## src/rtl/scale_acc_sched.sv

```systemverilog
// Round-robin scheduler that runs one granted sample through scale, threshold-accumulate
// and output phases, returning the result with a per-requester completion pulse.
module scale_acc_sched #(
  parameter int unsigned   NREQ      = 4,
  parameter int unsigned   DW        = 32,
  parameter logic [15:0]   SCALE_Q8  = 16'd384,
  parameter logic [DW-1:0] THRESHOLD = DW'(2)
) (
  input  logic               clk,
  input  logic               rst_n,
  input  logic [NREQ-1:0]    req,
  input  logic [NREQ*DW-1:0] data_in,
  output logic [NREQ-1:0]    grant,
  output logic [NREQ-1:0]    done,
  output logic [DW-1:0]      data_out,
  output logic               valid_out,
  output logic               busy,
  output logic [1:0]         state_dbg
);

  // Handshake: a requester raises req and holds it until its done pulse; the job is
  // committed at the grant edge (data_in sampled there) and always runs to completion.

  localparam int unsigned IW = $clog2(NREQ);

  typedef enum logic [1:0] {
    IDLE   = 2'd0,
    SCALE  = 2'd1,
    ACCUM  = 2'd2,
    OUTPUT = 2'd3
  } state_t;

  state_t            state;
  logic [IW-1:0]     last_winner;
  logic [IW-1:0]     pick_idx;
  logic [IW-1:0]     cand_idx;
  logic              pick_valid;
  logic [NREQ-1:0]   pick_onehot;
  logic [DW-1:0]     pick_data;
  logic [DW-1:0]     sample_r;
  logic [DW-1:0]     temp_r;
  logic [DW-1:0]     acc_r;
  logic [DW+15:0]    product;
  int                cand;

  assign state_dbg = state;

  // Search starts just after the previous winner so every requester gets a turn.
  always_comb begin
    pick_valid  = 1'b0;
    pick_idx    = '0;
    pick_onehot = '0;
    cand        = 0;
    cand_idx    = '0;
    for (int k = 1; k <= int'(NREQ); k++) begin
      cand     = (int'(last_winner) + k) % int'(NREQ);
      cand_idx = cand[IW-1:0];
      if (!pick_valid && req[cand_idx]) begin
        pick_valid  = 1'b1;
        pick_idx    = cand_idx;
      end
    end
    if (pick_valid) pick_onehot[pick_idx] = 1'b1;
    pick_data = data_in[int'(pick_idx)*int'(DW) +: DW];
  end

  assign product = {16'd0, sample_r} * {{DW{1'b0}}, SCALE_Q8};

  always_ff @(posedge clk or negedge rst_n) begin
    if (!rst_n) begin
      state       <= IDLE;
      grant       <= '0;
      done        <= '0;
      valid_out   <= 1'b0;
      busy        <= 1'b0;
      data_out    <= '0;
      sample_r    <= '0;
      temp_r      <= '0;
      acc_r       <= '0;
      last_winner <= IW'(NREQ - 1);
    end else begin
      done      <= '0;
      valid_out <= 1'b0;
      case (state)
        IDLE: begin
          if (pick_valid) begin
            sample_r    <= pick_data;
            grant       <= pick_onehot;
            last_winner <= pick_idx;
            busy        <= 1'b1;
            state       <= SCALE;
          end
        end
        SCALE: begin
          // Q8.8 multiply: drop the fractional byte, keep the low DW bits.
          temp_r <= product[DW+7:8];
          acc_r  <= {{(DW-8){1'b0}}, SCALE_Q8[15:8]};
          state  <= ACCUM;
        end
        ACCUM: begin
          if (temp_r > THRESHOLD) acc_r <= acc_r + temp_r;
          state <= OUTPUT;
        end
        OUTPUT: begin
          data_out  <= acc_r;
          valid_out <= 1'b1;
          done      <= grant;
          grant     <= '0;
          busy      <= 1'b0;
          state     <= IDLE;
        end
        default: state <= IDLE;
      endcase
    end
  end

endmodule

```

## config.mk

```make
export PLATFORM = sky130hd
export DESIGN_NAME = scale_acc_sched
export DESIGN_NICKNAME = d
export VERILOG_FILES = /design/src/rtl/scale_acc_sched.sv
export SDC_FILE = /design/constraint.sdc
export NUM_CORES = 1
export LEC_CHECK = 0
export CAP_MARGIN = 20
export CELL_PAD_IN_SITES_DETAIL_PLACEMENT = 0
export CELL_PAD_IN_SITES_GLOBAL_PLACEMENT = 1
export CORE_MARGIN = 4
export CORE_UTILIZATION = 40
export DETAILED_ROUTE_END_ITERATION = 8
export GPL_TIMING_DRIVEN = 0
export PLACE_DENSITY_LB_ADDON = 0.1
export SYNTH_ARGS = -nofsm -noshare
export SYNTH_HDL_FRONTEND = slang
export SYNTH_SLANG_ARGS = --single-unit
export TNS_END_PERCENT = 30
```

## constraint.sdc

```tcl
create_clock -name clk -period 3.14 [get_ports clk]
set_input_delay 0.942 -clock clk [delete_from_list [all_inputs] [get_ports clk]]
set_output_delay 0.942 -clock clk [all_outputs]
set_load 0.03 [all_outputs]
```

==> results.yml, run 1 <==
run_status:
  status: "complete, no violations"
timing:
  skew_ps: 9.42
  fmax_ghz: 0.329
  setup_violations: 0
  grt_setup_unrepaired: "yes"
  slew_violations: 0
  hold_ws_ps: 455
  fin_crit_ps: 3040
  worstMarginPinSlew_ps: 874
  relSlewSlack_pct: 41.7
  setup_ws_ps: 99.3
  hold_violations: 0
  min_period_over_period_pct: 96.8
cells_and_area:
  nets: 1574
  drive_above_1_share_pct: 9.83
  fillers: 2287
  diodes: 0
  synthToLayoutAreaGrowth_pct: 31.2
  final_cells: 1702
yosys:
  yosys-top-cells-area: "dfrtp_1, nand2_1, ha_1, o21ai_0, mux2_2"
  async_flop_share_pct: 100
  synth.most_common_cell: "nand2_1"
  synth_cell_types: 63
  ys_ff_latch: 142
  synthTopCellsByCount: "nand2_1, dfrtp_1, o21ai_0"
  synth_edf_count: 0
  avgSynthCellArea_sq_um: 8.36
  ys_seq_area_share_pct: 36.4
  syn-num-nets: 1371
  synthesis.area_sq_um: 9770
  yosysWarningCount: 0
  synth_ff_type: "dfrtp_1"
  synth.top_cell.area_share_pct: 35.9
  synth_cells: 1168
  synth_top_cell_by_area: "dfrtp_1"
clock_network:
  htreeDepth: 4
  cts_tree: "yes"
  clk_pin_slew_worst_paths_ps: 60
  clkSinkCount: 142
  clkLatencyLatePin_ps: 420
  cts_made_buffers: 17
  root_buffer: "clkbuf_16"
  cts.path.max_buffers: 2
grt:
  grt_max_degree: 93
  grtUsageTotal_pct: 20.8
  antenna_found_initial: 0
  grt_pass1_vias: 8749
  grt_pass1_wl_um: 45100
  gr-total-overflow: 0
power:
  p_seq_share_pct: 21.8
  p_comb_share_pct: 64.1
  leakage_nw: 5.70
  p_int_w: 0.00849
  switching_share_pct: 46.7
  p_switching_w: 0.00744
  powerDensity_nw_per_um2: 1240
  ir_drop_mv: 0.505
  p_clk_share_pct: 14.1
drt:
  wl_per_cell_um: 16.0
  first_iter_violations: 449
  viasPerCell: 5.19
  post-route-drc-count: 0
  ant_nets: 0
  first_pass_iters: 5
  vias: 8825
  drt-total-wl_um: 27200
die:
  core_sq_um: 23800
  rows: 56
  io_pins: 178
  die_width_um: 164
  die_area_sq_um: 27000
  initial_core_util_pct: 41.1
  dieHeight_um: 164
placement:
  io_buffer_count: 177
  hpwl_um: 21600
  dp_cells: 1666
  gp_congestion: 0.859
  dp_slack_ps: -440
critical_path:
  critPathMaxStageDelay_ps: 400
  crit_chain: "ha_2, inv_1, fa_1, nand2b_4, a21oi_4, o2111ai_4, a2111oi_4, nor3_2, o31ai_2, a211o_1, nor4_1, a211o_1"
  cp_data_required_time_ps: 3450
  crit_top_cell: "a211o_1"
  setup.worst_path.class: "reg -> reg"
  cp-end-kind: "register"
  critPathArrivalTime_ps: 3350
  r2r_slack_ps: 100
  cp_slowest_cell: "a2111oi_4"
  worstSetupStartpointType: "register"
  cp_max_fo: 4
job:
  drv_cap: 0
min_path:
  min_path_type: "in -> async"
[state kept, by name, summed over array words and instances, names as in the netlist]
signal       flops
done             4
valid_out        1
sample_r        32
last_winner      2
data_out        32
acc_r           32
grant            4
state_dbg        2
busy             1
temp_r          32
[logic make-up after synthesis]
| family | after synthesis | share of synthesized area, % |
|---|---|---|
| xor gates and xnor gates | 49 | 4.39 |
| DFF | 142 | 36.4 |
| adders and majority gates | 69 | 8.99 |
| AOI/OAI and AO/OA | 322 | 20.0 |
| buffers and inverters | 91 | 3.51 |
| muxes | 60 | 6.88 |
| and+or+nand+nor | 435 | 19.8 |
[placed cells by master, fill, tap and decap left out, drive strengths merged, types with 4 or more instances in the layout]
cell type,instances
nor4,12
xnor2,34
a21o,31
o31ai,4
buf,20
nor2,42
a211oi,8
clkinv,5
clkdlybuf4s50,176
o21ai,134
dfrtp,140
nor3,16
clkbuf,66
nand3,70
nand4,12
ha,67
o211ai,4
o21bai,13
a311oi,5
nand2,241
and3,6
a21oi,75
nor2b,6
a211o,5
inv,32
xor2,15
bufinv,5
nand2b,10
o21a,10
mux2,57
a31oi,5
and2,6
[layout make-up]
class / instances / area (sq um) / share of cell area, %
tap: 319 / 399 / 3.12
clock buffer: 18 / 439 / 3.43
buffer: 58 / 224 / 1.75
inverter: 31 / 116 / 0.908
clock inverter: 13 / 214 / 1.67
sequential: 142 / 3560 / 27.8
timing repair buffer: 186 / 1860 / 14.5
multi-input combinational: 935 / 6000 / 46.9
[critical path, delay by kind of cell, from the launching register on]
family	cells	cell delay [ps]
adders and majority gates	2	580
and+or+nand+nor	3	340
AOI/OAI and AO/OA	6	1570
DFF	1	390
buffers and inverters	1	50
[final timing paths]
path	from	to	depth (start not counted)
worst min-delay path	rst_n	data_out[8]	1
worst max-delay path	acc_r[0]	acc_r[28]	12
min in group clk	data_out[9]	data_out[9]	1
worst min register to register	data_out[9]	data_out[9]	1
max in group asynchronous	rst_n	temp_r[12]	2
worst max register to register	acc_r[0]	acc_r[28]	12
[what timing repair did]
action                                  in CTS  in global routing
setup buffers                                0                  7
hold buffers                                 0                  0
resized for setup                            7                 30
pin swaps                                    1                 11
endpoints found under the setup margin       7                 50
cloned                                       0                  0
[per-layer routing]
layer | part of all wire [%] | vias up | GRT usage, %
li1 | - | 4576 | -
met1 | 46 | 4010 | 27.9
met2 | 46 | 217 | 33.6
met3 | 6.3 | 22 | 5.22
met4 | 1.4 | 0 | 5.22
met5 | 0 | - | 0
[power groups by stage]
stage,sequential (W),clock (W),combinational [W]
3_5_place_dp,0.00350,0,0.00987
6_report,0.00347,0.00225,0.0102
3_3_place_gp,0.00348,0,0.00980
5_1_grt,0.00359,0.00237,0.0114
2_1_floorplan,0.00367,0,0.00696
4_1_cts,0.00347,0.00230,0.0100
[stage by stage]
step / utilization, % / total power [W] / TNS [ps] / area [sq um]
2_1_floorplan: - / 0.0106 / 0 / 9770
6_report: 53.9 / 0.0159 / 0 / 12800
3_3_place_gp: 50.3 / 0.0133 / -670750 / 11900
3_5_place_dp: 50.4 / 0.0134 / -9800 / 12000
5_1_grt: 53.9 / 0.0174 / -394 / 12800
4_1_cts: 53.3 / 0.0158 / -108 / 12700
No activity file was read; power rests on OpenSTA's default activity.
==> inputs of run 2 (changes only) <==
- SLEW_MARGIN: not set -> 10
==> run 2 against run 1 <==
Global-route usage rose by 0.097 points. Clock skew fell by 0.67 ps. Die area did not move. Power fell by 1.4%. Sequential power barely moved. Register-to-register slack improved by 20 ps. Cell area fell by 0.40%. Non-clock buffer count rose by 2. Via count rose by 1.1%. Clock power fell by 11%. Critical path type unchanged. Highest routed layer unchanged.
==> results.yml, run 2 (synthesis results as in run 1) <==
die:
  io_pins: 178
  die_area_sq_um: 27000
  dieHeight_um: 164
  die_width_um: 164
  rows: 56
  initial_core_util_pct: 41.1
  core_sq_um: 23800
cells_and_area:
  layout_commonest_cell: "nand2_1"
  diodes: 0
  post-route-util_pct: 53.7
  nets: 1576
  synthToLayoutAreaGrowth_pct: 30.7
  layout_common_cells: "nand2_1, clkdlybuf4s50_1, dfrtp_1, o21ai_0, a21oi_1"
  drive_above_1_share_pct: 9.68
  final_cells: 1704
power:
  ir_drop_mv: 0.449
  p_switching_w: 0.00746
  switching_share_pct: 47.5
  p_int_w: 0.00826
  p_clk_share_pct: 12.7
  p_seq_share_pct: 22.1
  leakage_nw: 5.68
  p_comb_share_pct: 65.2
  powerDensity_nw_per_um2: 1230
clock_network:
  clkSinkCount: 142
  clkLatencyLatePin_ps: 420
  cts_hold_buf: 0
  clk_pin_slew_worst_paths_ps: 60
  root_buffer: "clkbuf_16"
  cts_tree: "yes"
  cts.path.max_buffers: 2
  cts_made_buffers: 17
  htreeDepth: 4
drt:
  first_pass_iters: 4
  post-route-drc-count: 0
  met2_wirelength_um: 12800
  wl_per_cell_um: 16.2
  vias: 8923
  drt-total-wl_um: 27500
  met3WireLength_um: 1750
  first_iter_violations: 488
  viasPerCell: 5.24
  dr.max_layer_used: "met4"
  ant_nets: 0
  drt-met1-wl_um: 12700
grt:
  antenna_found_initial: 0
  grt_pass1_wl_um: 45400
  grt_max_degree: 93
  gr-total-overflow: 0
  grt_pass1_vias: 8773
  grtUsageTotal_pct: 20.9
critical_path:
  timing.rr.start: "sample_r[1]"
  critPathMaxStageDelay_ps: 440
  r2r_slack_ps: 120
  cp_slowest_cell: "dfrtp_2"
  setup.worst_path.class: "reg -> reg"
  crit_chain: "ha_4, a211o_1, a211oi_2, nor4_2, nor4_4, a21oi_2, o211a_1, o21a_1, or3_1, a31o_1"
  reg2reg_depth: 10
  worstSetupStartpointType: "register"
  cp_data_required_time_ps: 3450
  cp_max_fo: 4
  cp-end-kind: "register"
  critPathArrivalTime_ps: 3340
  cp.depth: 10
  crit_buf_inv: 0
  reg2reg_to: "temp_r[29]"
  path_delay_family: "compound AO/OA/AOI/OAI gates"
timing:
  min_period_over_period_pct: 96.3
  setup_ws_ps: 116
  grt_setup_unrepaired: "yes"
  hold_violations: 0
  skew_ps: 8.74
  setup_violations: 0
  hold_ws_ps: 414
  fmax_ghz: 0.331
  slew_violations: 0
  worstMarginPinSlew_ps: 947
  finalSetupTns_ps: 0
  relSlewSlack_pct: 36.9
  fin_crit_ps: 3020
placement:
  gp_congestion: 0.859
  hpwl_um: 21700
  dp_slack_ps: -463
  io_buffer_count: 177
  dp_cells: 1665
job:
  drv_cap: 0
run_status:
  status: "complete, no violations"
min_path:
  min_path_type: "in -> async"
==> run 2: worst max path at each step <==
stage / from / end / slack, ps
finish: sample_r[1] / temp_r[29] / 120
global route: acc_r[1] / acc_r[29] / -80
CTS: temp_r[0] / acc_r[28] / -40
detailed placement: req[1] / sample_r[14] / -460
global placement: rst_n / sample_r[25] / -4580
floorplan: temp_r[0] / acc_r[28] / 270
==> run 2: cell type report <==
| cell class | count | area (sq um) |
|---|---|---|
| inverter | 31 | 116 |
| clock buffer | 20 | 457 |
| sequential | 142 | 3560 |
| tap | 319 | 399 |
| clock inverter | 11 | 118 |
| fill | 2268 | 11000 |
| timing repair buffer | 188 | 1880 |
| buffer | 58 | 219 |
| multi-input combinational | 935 | 6010 |
==> run 2: layer usage <==
metal / global-route usage (%) / up-vias
li1: - / 4582
met1: 28.1 / 4098
met2: 34.3 / 228
met3: 4.82 / 15
met4: 4.77 / 0
met5: 0 / -
==> run 2: per-stage QoR <==
stage               power, W  cell area, sq um
global route          0.0172             12800
floorplan             0.0106              9770
global placement      0.0133             11900
finish                0.0157             12800
detailed placement    0.0134             12000
CTS                   0.0156             12600
==> run 2: timing repair <==
item	4_1_cts	5_1_grt
buffers inserted	3	7
pin swaps	3	10
gates cloned	0	0
gates resized for setup	10	18
setup endpoints to repair	16	61
==> run 2: power groups by stage <==
stage	Combinational [W]	Sequential (W)	Clock (W)
floorplan	0.00696	0.00367	0
global placement	0.00980	0.00348	0
detailed placement	0.00987	0.00350	0
CTS	0.0101	0.00347	0.00204
global route	0.0115	0.00359	0.00211
finish	0.0102	0.00347	0.00200
